`config.mk`:
```
export PLATFORM = sky130hd
export DESIGN_NAME = regs_wb_arbiter
export DESIGN_NICKNAME = d
export VERILOG_FILES = /design/src/rtl/regs_wb_arbiter_pkg.sv /design/src/rtl/regs_wb_arbiter_scoreboard.sv /design/src/rtl/regs_wb_arbiter.sv
export SDC_FILE = /design/constraint.sdc
export NUM_CORES = 1
export LEC_CHECK = 0
export CAP_MARGIN = 20
export CORE_MARGIN = 3
export CORE_UTILIZATION = 39
export DETAILED_ROUTE_END_ITERATION = 10
export PLACE_DENSITY = 0.8
export SLEW_MARGIN = 20
export SYNTH_ARGS = -nofsm -noshare
export SYNTH_HDL_FRONTEND = slang
export SYNTH_SLANG_ARGS = --single-unit
```
`constraint.sdc`:
```
create_clock -name clk -period 3.7 [get_ports clk]
set_input_delay 1.11 -clock clk [delete_from_list [all_inputs] [get_ports clk]]
set_output_delay 1.11 -clock clk [all_outputs]
set_load 0.02 [all_outputs]
```
`src/rtl/regs_wb_arbiter_pkg.sv`:
```
// Shared widths, constants and request payload for the register-file write-back controller.
package regs_wb_arbiter_pkg;

    localparam int unsigned NUM_REGS = 32;
    localparam int unsigned REG_W    = 5;
    localparam int unsigned DATA_W   = 64;
    localparam int unsigned CNT_W    = 4;

    localparam logic [REG_W-1:0] REG_X0 = 5'd0;

    typedef struct packed {
        logic              valid;
        logic [REG_W-1:0]  addr;
        logic [DATA_W-1:0] data;
    } wb_req_t;

endpackage

```
`src/rtl/regs_wb_arbiter_scoreboard.sv`:
```
// Per-register busy scoreboard with decode stall lookup.
// REGS_WB_BYPASS_EN: a register being written this cycle does not stall unless it is re-reserved.
module wb_scoreboard
    import regs_wb_arbiter_pkg::*;
(
    input  logic                clk,
    input  logic                rst_n,
    input  logic                rsv_valid_i,
    input  logic [REG_W-1:0]    rsv_reg_i,
    input  logic                wr_en_i,
    input  logic [REG_W-1:0]    wr_reg_i,
    input  logic [REG_W-1:0]    rd1_i,
    input  logic [REG_W-1:0]    rd2_i,
    output logic                stall_o,
    output logic [NUM_REGS-1:0] busy_mask_o
);

    logic [NUM_REGS-1:0] busy_q;
    logic [NUM_REGS-1:0] busy_d;
    logic [NUM_REGS-1:0] set_vec;
    logic [NUM_REGS-1:0] clr_vec;
    logic [NUM_REGS-1:0] view;

    // Set wins over clear on the same bit; x0 never becomes busy.
    always_comb begin
        set_vec = '0;
        clr_vec = '0;
        if (rsv_valid_i && rsv_reg_i != REG_X0) set_vec[rsv_reg_i] = 1'b1;
        if (wr_en_i && wr_reg_i != REG_X0)      clr_vec[wr_reg_i]  = 1'b1;
        busy_d    = (busy_q & ~clr_vec) | set_vec;
        busy_d[0] = 1'b0;
`ifdef REGS_WB_BYPASS_EN
        view = busy_q & ~(clr_vec & ~set_vec);
`else
        view = busy_q;
`endif
    end

    always_ff @(posedge clk or negedge rst_n) begin
        if (!rst_n) busy_q <= '0;
        else        busy_q <= busy_d;
    end

    assign stall_o     = view[rd1_i] | view[rd2_i];
    assign busy_mask_o = busy_q;

endmodule

```
`src/rtl/regs_wb_arbiter.sv`:
```
// Write-back arbiter: shares the register-file write port between execute and load results.
// REGS_WB_BYPASS_EN adds forwarding outputs and lets stall ignore the register being written.
module regs_wb_arbiter
    import regs_wb_arbiter_pkg::*;
#(
    parameter int unsigned STARVE_MAX = 3
) (
    input  logic                clk,
    input  logic                rst_n,
    input  logic                rsv_valid,
    input  logic [REG_W-1:0]    rsv_reg,
    input  logic                ex_valid,
    output logic                ex_ready,
    input  logic [REG_W-1:0]    ex_reg,
    input  logic [DATA_W-1:0]   ex_data,
    input  logic                mem_valid,
    output logic                mem_ready,
    input  logic [REG_W-1:0]    mem_reg,
    input  logic [DATA_W-1:0]   mem_data,
    input  logic [REG_W-1:0]    readReg1,
    input  logic [REG_W-1:0]    readReg2,
    output logic                stall,
    output logic [NUM_REGS-1:0] busy_mask,
`ifdef REGS_WB_BYPASS_EN
    output logic                fwd_hit1,
    output logic                fwd_hit2,
    output logic [DATA_W-1:0]   fwd_data,
`endif
    output logic                RegWrite,
    output logic [REG_W-1:0]    writeReg,
    output logic [DATA_W-1:0]   writeData_R
);

    logic [CNT_W-1:0]  starve_q, starve_d;
    logic              rw_q, rw_d;
    logic [REG_W-1:0]  wreg_q, wreg_d;
    logic [DATA_W-1:0] wdata_q, wdata_d;
    logic              ex_prio;
    wb_req_t           ex_req, mem_req, win;

    assign ex_req  = '{valid: ex_valid,  addr: ex_reg,  data: ex_data};
    assign mem_req = '{valid: mem_valid, addr: mem_reg, data: mem_data};
    assign ex_prio = (starve_q == CNT_W'(STARVE_MAX));

    // Load results win unless execute has been denied STARVE_MAX cycles in a row.
    always_comb begin
        ex_ready  = ex_req.valid && (!mem_req.valid || ex_prio);
        mem_ready = mem_req.valid && !(ex_req.valid && ex_prio);
        win       = ex_ready ? ex_req : mem_req;
        win.valid = ex_ready || mem_ready;

        starve_d = starve_q;
        if (!ex_req.valid || ex_ready)       starve_d = '0;
        else if (!ex_prio)                   starve_d = starve_q + CNT_W'(1);

        rw_d    = win.valid && (win.addr != REG_X0);
        wreg_d  = wreg_q;
        wdata_d = wdata_q;
        if (win.valid) begin
            wreg_d  = win.addr;
            wdata_d = win.data;
        end
    end

    always_ff @(posedge clk or negedge rst_n) begin
        if (!rst_n) begin
            starve_q <= '0;
            rw_q     <= 1'b0;
            wreg_q   <= '0;
            wdata_q  <= '0;
        end else begin
            starve_q <= starve_d;
            rw_q     <= rw_d;
            wreg_q   <= wreg_d;
            wdata_q  <= wdata_d;
        end
    end

    assign RegWrite    = rw_q;
    assign writeReg    = wreg_q;
    assign writeData_R = wdata_q;

`ifdef REGS_WB_BYPASS_EN
    assign fwd_hit1 = rw_q && (wreg_q == readReg1) && (readReg1 != REG_X0);
    assign fwd_hit2 = rw_q && (wreg_q == readReg2) && (readReg2 != REG_X0);
    assign fwd_data = wdata_q;
`endif

    wb_scoreboard u_scoreboard (
        .clk         (clk),
        .rst_n       (rst_n),
        .rsv_valid_i (rsv_valid),
        .rsv_reg_i   (rsv_reg),
        .wr_en_i     (rw_q),
        .wr_reg_i    (wreg_q),
        .rd1_i       (readReg1),
        .rd2_i       (readReg2),
        .stall_o     (stall),
        .busy_mask_o (busy_mask)
    );

endmodule

```
==> flow_metrics.env <==
export IMPL_status="completed"
export IMPL_cap_violations=0
export IMPL_combPwrFrac=0.353
export IMPL_drc=0
export IMPL_grtUsageTotal=0.261
export IMPL_internal_power_mw=2.68
export IMPL_htreeDepth=3
export IMPL_finalWorstSetupSlack_ps=57.5
export IMPL_vias=4936
export IMPL_drive_gt1_frac=0.0743
export IMPL_core_area_mm2=0.0122
export IMPL_p_seq_frac=0.403
export IMPL_cts_inserted_buffers=9
export IMPL_cts_post_setup_buffers_inserted=0
export IMPL_viasPerCell=5.69
export IMPL_power_density_mw_per_mm2=498
export IMPL_irDropWorstVdd_uv=239
export IMPL_hold_viol=0
export IMPL_end_kind="primary output"
export IMPL_yosysTopAreaCell="dfrtp_1"
export IMPL_fin_hold_ws_ps=492
export IMPL_fin_cells=868
export IMPL_cts_tree="built"
export IMPL_worst_pin_slew_ps=879
export IMPL_syn_avg_cell_area_um2=11.1
export IMPL_finalCritPeriodShare=0.984
export IMPL_gr_total_overflow=0
export IMPL_synth_seq_cells=105
export IMPL_die_h_um=118
export IMPL_insertion_delay_ps=340
export IMPL_synth_top_area_share=0.537
export IMPL_fmax_mhz=275
export IMPL_layout_area_overhead_vs_synth_pct=63.9
export IMPL_firstDrtPassIters=7
export IMPL_p_sw_frac=0.331
export IMPL_gp_congestion=0.920
export IMPL_crit_arrival_ps=2530
export IMPL_ys_seq_area_frac=0.537
export IMPL_clk_pin_slew_worst_paths_ps=70
export IMPL_grt_pass1_wl_mm=28.8
export IMPL_cts_root_buffer="clkbuf_16"
export IMPL_nFillCells=919
export IMPL_wl_per_cell_um=21.0
export IMPL_dpl_hpwl_mm=13.8
export IMPL_drt_iter0_drc=560
export IMPL_synth_distinct_cells=38
export IMPL_crit_type="in -> out"
export IMPL_fin_worst_skew_ps=11.7
export IMPL_io_pins=263
export IMPL_antenna_found_initial=0
export IMPL_start_util=0.402
export IMPL_grt_pass1_vias=5084
export IMPL_period_needed_ps=3640
export IMPL_fp_row_count=40
export IMPL_yosys_top_cells_area="dfrtp_1, a222oi_1, o21ai_0, inv_1, mux4_2"
export IMPL_diodes=0
export IMPL_clk_path_buf_depth=2
export IMPL_routed_wl_mm=18.3
export IMPL_post_place_cells=852
export IMPL_ant_nets=0
export IMPL_hold_path_class="reg -> reg"
export IMPL_slew_violations=0
export IMPL_setup_viol=0
export IMPL_cts_sinks=105
export IMPL_holdBufCountCts=0
export IMPL_synth_area_mm2=0.00489
export IMPL_nets=854
export IMPL_grt_max_degree=72
export IMPL_leakage_nw=3.43
export IMPL_rsz0062_at_grt="no"
export IMPL_switching_power_mw=1.32
export IMPL_syn_num_nets=599
export IMPL_crit_path_start_kind="primary input"
export IMPL_required_ps=2590
export IMPL_synth_cells=440
export IMPL_pwr_share_clk=0.244
export IMPL_port_buffers=261
export IMPL_yosysWarnings=0
export IMPL_maxSlewHeadroom=0.414
export IMPL_dieArea_mm2=0.0139
export IMPL_die_w_um=118
export IMPL_pre_cts_ws_ps=-867
export IMPL_critPathMaxFanout=5
final cells by class:
cell class              instances  area [um2]  area share
inverters                      68         255      0.0318
clock buffers                  13         260      0.0324
repair buffers                277        2730       0.341
well taps                     168         210      0.0262
clock inverters                 3        47.5     0.00593
flip-flops and latches        105        2630       0.327
multi-input cells             234        1890       0.235
timing repair:
item                                   4_1_cts  5_1_grt
gates resized for setup                     18        6
pin swaps                                    0        1
setup endpoints to repair                    1        1
endpoints found under the hold margin        0        0
worst paths after layout:
| path | endpoint | cells past startpoint | slack (ps) | start |
|---|---|---|---|---|
| setup / recovery | stall | 6 | 60 | readReg2[0] |
| hold / removal | writeData_R[23] | 2 | 490 | writeData_R[23] |
| setup reg to reg | writeReg[3] | 6 | 1540 | starve_q[2] |
| hold reg to reg | writeData_R[23] | 2 | 490 | writeData_R[23] |
| max in group asynchronous | writeData_R[49] | 2 | 2090 | rst_n |
| min in group asynchronous | u_scoreboard.busy_mask_o[6] | 1 | 890 | rst_n |
worst max-delay path: stages:
cell	delay (ps)
buf_2	140
mux4_1	550
mux2_2	280
a31oi_1	170
o211ai_1	110
buf_2	170
stage by stage:
step            util  setup TNS (ps)  area (um2)  total power [mW]
2_1_floorplan      -               0        4890              2.19
6_report       0.660               0        8020              4.00
4_1_cts        0.660               0        8030              4.02
5_1_grt        0.660               0        8020              4.17
3_5_place_dp   0.636            -867        7740              3.04
3_3_place_gp   0.636            -843        7740              3.01
cells in the mapped netlist (all sizes together):
library cell / instances
dfrtp: 105
inv: 68
o21ai: 67
a222oi: 64
buf: 20
nand2: 15
clkbuf: 13
mux4: 13
nor2: 11
mux2i: 10
nand3: 9
nand3b: 6
a21oi: 5
o211ai: 5
mux2: 3
nand2b: 3
nor2b: 3
or3b: 3
a31oi: 2
nor3: 2
a21boi: 1
a311oi: 1
and3b: 1
conb: 1
ha: 1
nand4: 1
nor3b: 1
o31a: 1
or2: 1
or3: 1
or4: 1
xnor2: 1
xor2: 1
metal layers:
layer | wire length (um) | up-vias | track usage
met5 | 0 | - | 0
met4 | 337 | 0 | 0.0828
met3 | 1660 | 21 | 0.0706
met2 | 9490 | 283 | 0.464
met1 | 6770 | 2452 | 0.306
li1 | - | 2180 | -
power groups by stage:
stage | combinational [mW] | clock (mW) | sequential, mW
after floorplan | 0.407 | 0 | 1.78
after global placement | 1.39 | 0 | 1.62
after detailed placement | 1.42 | 0 | 1.63
after CTS | 1.41 | 0.999 | 1.61
after global routing | 1.50 | 1.04 | 1.64
final | 1.41 | 0.977 | 1.61
sequential cells by signal, indices dropped and copies added (netlist names):
| signal | flops |
|---|---|
| RegWrite | 1 |
| starve_q | 4 |
| u_scoreboard.busy_mask_o | 31 |
| writeData_R | 64 |
| writeReg | 5 |
kinds of logic after synthesis:
kind of cell / synth area share
AO/OA/AOI/OAI: 0.220
XOR/XNOR: 0.00358
adder cells (fa/ha/maj): 0.00256
buffers and inverters: 0.0841
flip-flops: 0.537
multiplexers: 0.0902
other: 0.000766
AND/OR/NAND/NOR: 0.0621
layout by cell type, fill, tap and decap left out, types with 2 or more instances in the layout:
| cell type | instances |
|---|---|
| clkdlybuf4s50_1 | 252 |
| dfrtp_1 | 105 |
| inv_1 | 68 |
| o21ai_0 | 67 |
| a222oi_1 | 64 |
| nand2_1 | 15 |
| buf_4 | 15 |
| nor2_1 | 10 |
| mux2i_1 | 10 |
| nand3_1 | 9 |
| mux4_2 | 9 |
| clkbuf_16 | 9 |
| nand3b_1 | 6 |
| o211ai_1 | 5 |
| a21oi_1 | 5 |
| mux4_1 | 4 |
| nand2b_1 | 3 |
| nor2b_1 | 3 |
| mux2_2 | 3 |
| or3b_1 | 2 |
| nor3_1 | 2 |
| clkbuf_8 | 2 |
| clkbuf_1 | 2 |
| clkbuf_2 | 2 |
| buf_2 | 2 |
| buf_12 | 2 |
Power figures use the tool's default switching activity.
